File: src/rtl/alu_sequencer.sv
// alu_sequencer: issue/writeback controller for a registered ALU.
// Accepts one instruction at a time, reads its operands from an internal
// register file, drives the ALU, then writes the ALU result back two edges later.
// Optional feature macro: ALU_DIVZ_GUARD_EN adds an err output. Flagged
// divide-by-zero instructions then complete without a register write.

`ifndef BIT_DATA
`define BIT_DATA 16
`endif
`ifndef BIT_OP
`define BIT_OP 4
`endif
`ifndef INV
`define INV 4'd0
`define ADD 4'd1
`define SUB 4'd2
`define MUL 4'd3
`define AND 4'd4
`define OR  4'd5
`define XOR 4'd6
`define COM 4'd7
`define DIV 4'd8
`endif

module alu_sequencer #(
    parameter int NUM_REGS = 8,
    parameter int ADDR_W   = 3
) (
    input  logic                 clock,
    input  logic                 reset,
    input  logic                 instr_valid,
    output logic                 instr_ready,
    input  logic [`BIT_OP-1:0]   instr_op,
    input  logic [ADDR_W-1:0]    instr_rd,
    input  logic [ADDR_W-1:0]    instr_rs0,
    input  logic [ADDR_W-1:0]    instr_rs1,
    input  logic                 instr_imm_sel,
    input  logic [`BIT_DATA-1:0] instr_imm,
    output logic [`BIT_OP-1:0]   alu_op,
    output logic [`BIT_DATA-1:0] alu_din0,
    output logic [`BIT_DATA-1:0] alu_din1,
    input  logic [`BIT_DATA-1:0] alu_dout,
    output logic                 done,
    output logic [`BIT_DATA-1:0] result,
    input  logic [ADDR_W-1:0]    dbg_addr,
    output logic [`BIT_DATA-1:0] dbg_data
`ifdef ALU_DIVZ_GUARD_EN
    ,
    output logic                 err
`endif
);

    typedef enum logic [1:0] {IDLE, ISSUE, WB} state_t;

    state_t               state;
    logic [`BIT_DATA-1:0] regs [NUM_REGS];
    logic [ADDR_W-1:0]    wb_rd_p0;
    logic [`BIT_OP-1:0]   wb_op_p0;
    logic [`BIT_DATA-1:0] opnd1;
    logic [`BIT_DATA-1:0] wbval;
    logic                 wr_en;
`ifdef ALU_DIVZ_GUARD_EN
    logic                 divz_p0;
`endif

    // The ALU leaves stale upper bits on compare; only the 3 flag bits are meaningful.
    function automatic logic [`BIT_DATA-1:0] wb_value(input logic [`BIT_OP-1:0]   op,
                                                      input logic [`BIT_DATA-1:0] dout);
        if (op == `COM)
            return {{(`BIT_DATA-3){1'b0}}, dout[2:0]};
        return dout;
    endfunction

    // Operand 1 source select, writeback value and write enable.
    always_comb begin
        opnd1    = instr_imm_sel ? instr_imm : regs[instr_rs1];
        wbval    = wb_value(wb_op_p0, alu_dout);
        wr_en    = (state == WB);
`ifdef ALU_DIVZ_GUARD_EN
        if (divz_p0)
            wr_en = 1'b0;
`endif
        dbg_data = regs[dbg_addr];
    end

    // Control FSM: accept in IDLE, let the ALU sample in ISSUE, write back in WB.
    always_ff @(posedge clock or posedge reset) begin
        if (reset) begin
            state       <= IDLE;
            instr_ready <= 1'b1;
            alu_op      <= '0;
            alu_din0    <= '0;
            alu_din1    <= '0;
            result      <= '0;
            done        <= 1'b0;
            wb_rd_p0    <= '0;
            wb_op_p0    <= '0;
`ifdef ALU_DIVZ_GUARD_EN
            divz_p0     <= 1'b0;
            err         <= 1'b0;
`endif
        end else begin
            done <= 1'b0;
`ifdef ALU_DIVZ_GUARD_EN
            err  <= 1'b0;
`endif
            case (state)
                IDLE: begin
                    if (instr_valid) begin
                        alu_op      <= instr_op;
                        alu_din0    <= regs[instr_rs0];
                        alu_din1    <= opnd1;
                        wb_rd_p0    <= instr_rd;
                        wb_op_p0    <= instr_op;
`ifdef ALU_DIVZ_GUARD_EN
                        divz_p0     <= (instr_op == `DIV) && (opnd1 == '0);
`endif
                        instr_ready <= 1'b0;
                        state       <= ISSUE;
                    end
                end
                ISSUE: begin
                    state <= WB;
                end
                WB: begin
                    result      <= wbval;
`ifdef ALU_DIVZ_GUARD_EN
                    if (divz_p0)
                        result  <= {`BIT_DATA{1'b1}};
                    err         <= divz_p0;
`endif
                    done        <= 1'b1;
                    instr_ready <= 1'b1;
                    state       <= IDLE;
                end
                default: begin
                    instr_ready <= 1'b1;
                    state       <= IDLE;
                end
            endcase
        end
    end

    // Register file: cleared on reset, written once per completed instruction.
    always_ff @(posedge clock or posedge reset) begin
        if (reset) begin
            for (int i = 0; i < NUM_REGS; i++)
                regs[i] <= '0;
        end else if (wr_en) begin
            regs[wb_rd_p0] <= wbval;
        end
    end

endmodule

File: config.mk
export PLATFORM = sky130hd
export DESIGN_NAME = alu_sequencer
export DESIGN_NICKNAME = d
export VERILOG_FILES = /design/src/rtl/alu_sequencer.sv
export SDC_FILE = /design/constraint.sdc
export NUM_CORES = 1
export LEC_CHECK = 0
export BUFFER_PORTS_ARGS = -buffer_cell sky130_fd_sc_hd__clkbuf_2
export CAP_MARGIN = 20
export CORE_MARGIN = 3
export CORE_UTILIZATION = 61
export CTS_BUF_LIST = sky130_fd_sc_hd__clkbuf_8
export DETAILED_ROUTE_END_ITERATION = 6
export PLACE_DENSITY_LB_ADDON = 0.15
export SLEW_MARGIN = 20
export SYNTH_ARGS = -nofsm -noshare
export SYNTH_HDL_FRONTEND = slang
export SYNTH_SLANG_ARGS = --single-unit
File: constraint.sdc
create_clock -name clock -period 8.7 [get_ports clock]
set_input_delay 1.74 -clock clock [delete_from_list [all_inputs] [get_ports clock]]
set_output_delay 1.74 -clock clock [all_outputs]
set_load 0.05 [all_outputs]
==> summary.txt, run 1 <==
critical path's most frequent cell - clkbuf_2
antenna-violating nets left - 0
Bufs on Longest Clock Path - 2
hold depth - 2
FP Rows - 47
drt total wl - 29200 µm
startpoint types - input pin
Final setup viols - 0
area leader, netlist - dfrtp_1
Seq/Total Area, Yosys - 0.452
count of pins over their slew limit - 0
Horiz. Die Dim - 136 µm
Mean Syn Cell Area - 13.0 µm²
Final Hold Fails - 0
clk sinks - 187
cts bufs inserted - 17
WP data arrival - 3.56 ns
min-delay src - alu_din0[10]
CP max stage delay - 0.61 ns
proportion of layout cells with a drive suffix above 1 - 0.445
vias after detailed routing - 7492
Synth cell types - 37
Lkg Pwr - 5.23 nW
htree depth - 4
post-cts hold buffer count - 0
Slew Limit Headroom - 0.165
Synth Register Bits - 187
end of the worst hold path - alu_din0[10]
Synth Instances - 797
first-pass GRT wire length - 44300 µm
worst endpoint required time - 6.96 ns
post-route minimum period - 5.30 ns
synth top area cells - dfrtp_1 45%, mux2_2 20%, mux4_2 7.0%
Port Buf Inserts - 121
clk_skew - 0.0108 ns
wire per inst - 26.4 µm
worst vdd ir - 0.187 mV
crit path cell chain - clkbuf_2 > buf_4 > mux4_2 > mux2_2 > clkbuf_2
status - completed
Final Wtd Congestion - 0.893
DR DRC count - 0
Clk Latency, worst-skew pair - 0.48 ns
post-synth top area share - 0.449
synthesized net count - 849
fin cells - 1108
Die Ht - 136 µm
most frequent cells in the layout - 186 x dfrtp_1, 185 x mux2_2, 119 x clkbuf_2
final core occ - 0.687
worst reg2reg path startpoint - state[1]
Worst Path Buf+Inv - 3
io pins - 122
starting density of the core - 0.625
Worst Reg-to-Reg Cells - 5
r2r setup slk - 6.18 ns
commonest non-fill, non-tap cell in the layout - dfrtp_1
CTS tree - yes
delay-heaviest family, CP - multiplexers
Worst-Margin Slew - 1.25 ns
total power per unit cell area - 336 mW/mm²
Worst setup EP type - primary output
Die ar. - 0.0186 mm²
crit path max-delay cell type - mux4_2
global router's overall resource usage - 0.320
pin count of the biggest net entering global routing - 76
vias in the first global route - 7672
post_cts resized - 0
via/cell ratio - 6.76
Reg clk slew, reported paths - 0.09 ns
postcts setup bufs - 0
Final TNS setup - 0 ns
Nets - 929
gr ovfl total - 0
hold_ws - 0.491 ns
Syn. warnings - 0
Core ar. - 0.0166 mm²
Layout area overhead - 10.0%
Max Cap Viol - 0
clk root buf - clkbuf_8
RSZ-0062 raised after global routing - false
Setup CP Type - in2out
period utilisation layout - 0.609
worst hold-check path type - reg2reg
CP max FO - 32
initial antenna violation count - 0
highest clock rate - 189 MHz
Starting DRT DRC Count - 579
Antenna Cells - 0
Synth Cell Area - 0.0104 mm²
Inst Count DP - 1077
Reg-to-Reg End - alu_din1[15]
DP Wirelength - 17600 µm
DRT Pass-1 Iters - 5
flip-flops by register name (all words and copies together) (netlist names):
| signal | cells |
|---|---|
| instr_ready | 1 |
| state | 2 |
| wb_op_p0 | 4 |
| result | 16 |
| regs | 128 |
| alu_din0 | 16 |
| wb_rd_p0 | 3 |
| alu_din1 | 16 |
| done | 1 |
worst register-to-register path: cells and delay by family, from the launching register on:
kind	cells	cell delay (ns)
multiplexers	1	0.38
AND/OR/NAND/NOR	1	0.47
AO/OA/AOI/OAI	1	0.12
flip-flops	1	0.45
buffers and inverters	2	0.99
metrics by stage:
step                      worst slack, ns  total power [mW]  area, µm²
after floorplan                      1.88              2.80      10400
after global placement               3.45              3.13      11000
after detailed placement             3.40              3.22      11000
after CTS                            3.40              3.81      11400
after global routing                 3.33              4.01      11400
final                                3.40              3.83      11400
power by group:
group	internal (mW)	switching [mW]	leakage, nW
combinational	0.707	0.916	2.68
sequential	1.24	0.372	2.34
clock	0.292	0.304	0.212
synthesized netlist by cell type:
| cell type | n |
|---|---|
| dfrtp_1 | 186 |
| and2b_2 | 1 |
| o31ai_1 | 27 |
| nor2b_1 | 13 |
| buf_6 | 4 |
| nand3b_1 | 1 |
| a22o_1 | 16 |
| nand2b_1 | 10 |
| mux2_2 | 185 |
| nor3_2 | 1 |
| nor2_1 | 4 |
| or2_2 | 1 |
| nand4b_1 | 1 |
| nand2_1 | 40 |
| nor4b_1 | 1 |
| or3_1 | 1 |
| clkbuf_1 | 38 |
| mux2i_1 | 68 |
| o22ai_1 | 27 |
| o21ai_0 | 11 |
| mux2_1 | 34 |
| buf_12 | 2 |
| a211oi_1 | 11 |
| buf_2 | 23 |
| or3b_2 | 1 |
| o22a_1 | 10 |
| and2_1 | 24 |
| buf_1 | 4 |
| inv_1 | 2 |
| nor3b_2 | 2 |
| mux2_4 | 6 |
| or4b_4 | 2 |
| a31oi_1 | 5 |
| or4_1 | 1 |
| dfstp_2 | 1 |
| inv_2 | 1 |
| mux4_2 | 32 |
worst max-delay path by stage:
stage	depth (start not counted)	slack, ns	endpoint	from
floorplan	1	1.88	alu_din0[0]	reset
global placement	5	3.45	dbg_data[8]	dbg_addr[0]
detailed placement	5	3.40	dbg_data[12]	dbg_addr[0]
CTS	5	3.40	dbg_data[12]	dbg_addr[0]
global route	5	3.33	dbg_data[15]	dbg_addr[0]
finish	5	3.40	dbg_data[12]	dbg_addr[0]
final cells by class:
class / instances / area [µm²]
Multi-Input combinational cell: 536 / 5340
Fill cell: 1238 / 5190
Sequential cell: 187 / 4680
Timing Repair Buffer: 132 / 692
Tap cell: 220 / 275
Clock buffer: 19 / 262
Clock inverter: 11 / 131
Inverter: 3 / 16.3
routing by layer:
layer,up-vias,track usage,wire length (µm),share of wire
met5,-,0,0,0
met4,0,0.141,1190,0.041
met3,93,0.0588,2200,0.075
met2,401,0.512,13900,0.47
met1,3857,0.430,12000,0.41
li1,3141,-,-,-
logic make-up after synthesis:
kind of cell,count (synthesis),synth area share
mux,325,0.382
flops,187,0.452
compound gates,107,0.0742
simple gates,104,0.0564
buf+inv,74,0.0356
Power figures use the tool's default switching activity.
==> inputs of run 2 (changes only) <==
Settings changed: CORE_UTILIZATION 61 to 55.
Clock period 8.7 ns to 4.3 ns, I/O delays scaled along.
==> summary.txt, run 2 (synthesized netlist as in run 1, its figures left out) <==
Nets - 936 (+0.75%)
antenna-violating nets left - 0 (unchanged)
starting density of the core - 0.569 (-0.0558)
first-pass GRT wire length - 44700 µm (+0.90%)
post-cts hold buffer count - 0 (unchanged)
Final Wtd Congestion - 0.881 (-1.3%)
io pins - 122 (unchanged)
post_cts resized - 0 (unchanged)
Starting DRT DRC Count - 635 (+9.7%)
Layout area overhead - 11.2%
worst endpoint required time - 3.44 ns (-3.52 ns)
FP Rows - 49 (+4.3%)
Setup CP Type - in2out
total power per unit cell area - 669 mW/mm² (+99%)
met2 routed WL - 14000 µm (+1.2%)
htree depth - 4 (unchanged)
highest clock rate - 290 MHz
postcts setup bufs - 0 (unchanged)
Max Cap Viol - 0 (unchanged)
met3 WL post-DR - 1940 µm (-12%)
Antenna Cells - 0 (unchanged)
startpoint types - input pin
Port Buf Inserts - 121 (unchanged)
status - completed
crit path cell chain - clkbuf_2 > buf_12 > mux4_2 > mux2_2 > clkbuf_2
commonest non-fill, non-tap cell in the layout - dfrtp_1
Reg clk slew, reported paths - 0.09 ns (about the same)
Horiz. Die Dim - 143 µm (+5.1%)
total power - 7.71 mW (+100%)
Biggest register - regs
Final TNS setup - 0 ns (unchanged)
vias after detailed routing - 7371 (-1.6%)
Clk Latency, worst-skew pair - 0.46 ns (-0.02 ns)
crit path max-delay cell type - mux4_2
initial antenna violation count - 0 (unchanged)
Bufs on Longest Clock Path - 2 (unchanged)
Worst setup EP type - primary output
max reg flops - 128 (unchanged)
DRT Pass-1 Iters - 5 (unchanged)
global router's overall resource usage - 0.290 (-0.0299)
post-route minimum period - 3.45 ns
most frequent cells in the layout - 186 x dfrtp_1, 185 x mux2_2, 119 x clkbuf_2
cts bufs inserted - 17 (unchanged)
DP Wirelength - 18300 µm (+4.0%)
vias in the first global route - 7615 (-0.74%)
worst reg2reg path startpoint - state[0]
CP max stage delay - 0.53 ns (-0.08 ns)
clk_skew - 0.0120 ns (+0.00121 ns)
wire per inst - 25.9 µm (-1.6%)
proportion of layout cells with a drive suffix above 1 - 0.452 (+0.00669)
CP max FO - 24 (-25%)
Worst-Margin Slew - 1.18 ns (-0.0675 ns)
Core ar. - 0.0182 mm² (+9.8%)
Lkg Pwr - 5.27 nW (+0.89%)
r2r setup slk - 1.75 ns (-4.43 ns)
Slew Limit Headroom - 0.211 (+0.0459)
DR top layer - met4
worst vdd ir - 0.343 mV (+84%)
finished layout cell area - 0.0115 mm² (+1.1%)
RSZ-0062 raised after global routing - false
clk root buf - clkbuf_8
CTS tree - yes
WP data arrival - 2.59 ns (-0.97 ns)
count of pins over their slew limit - 0 (unchanged)
met1 WL - 12400 µm (+4.0%)
pin count of the biggest net entering global routing - 66 (-13%)
placed cell areas - 0.0111 mm² (+1.3%)
Reg-to-Reg End - regs[115]
clk sinks - 187 (unchanged)
Die Ht - 143 µm (+5.1%)
Final Hold Fails - 0 (unchanged)
Final setup viols - 0 (unchanged)
Die ar. - 0.0205 mm² (+10%)
worst hold-check path type - in2async
drt total wl - 29200 µm (about the same)
Worst Reg-to-Reg Cells - 3 (-2)
period utilisation layout - 0.803
via/cell ratio - 6.55 (-3.2%)
DR DRC count - 0 (unchanged)
gr ovfl total - 0 (unchanged)
critical path's most frequent cell - clkbuf_2
run 2: per-stage QoR:
stage	instances	hold WS, ns	utilization	worst slack, ns
finish	1126	0.483	0.633	0.848
global route	1126	0.508	0.633	0.769
CTS	1126	0.484	0.633	0.827
detailed placement	1094	0.473	0.611	0.831
global placement	1093	0.466	0.610	0.854
floorplan	797	0.496	-	1.03
run 2: final cells by class:
type,count,area [µm²]
clock buffer,17,234
clock inverter,15,159
sequential,187,4680
fill,1424,6690
inverter,3,15.0
timing repair buffer,139,811
multi-input combinational,536,5340
tap,229,287
run 2: power breakdown:
| part | total, mW | internal, mW | switching [mW] |
|---|---|---|---|
| clock | 1.19 | 0.564 | 0.626 |
| sequential | 3.25 | 2.51 | 0.748 |
| combinational | 3.27 | 1.44 | 1.83 |
run 2: critical path: cells and delay by family:
kind	cells	cell delay (ns)
muxes	2	0.83
buffers and inverters	3	0.88
run 2: worst max-delay path by stage:
| stage | startpoint | end | depth (start not counted) | slack [ns] |
|---|---|---|---|---|
| 3_5_place_dp | dbg_addr[0] | dbg_data[11] | 5 | 0.83 |
| 6_report | dbg_addr[0] | dbg_data[11] | 5 | 0.85 |
| 5_1_grt | dbg_addr[0] | dbg_data[1] | 5 | 0.77 |
| 2_1_floorplan | reset | alu_din0[0] | 1 | 1.03 |
| 3_3_place_gp | dbg_addr[0] | dbg_data[11] | 5 | 0.85 |
| 4_1_cts | dbg_addr[0] | dbg_data[11] | 5 | 0.83 |
run 2: metal layers:
metal,GRT usage,vias to the layer above
met1,0.405,3799
li1,-,3165
met4,0.102,0
met5,0,-
met3,0.0466,66
met2,0.466,341
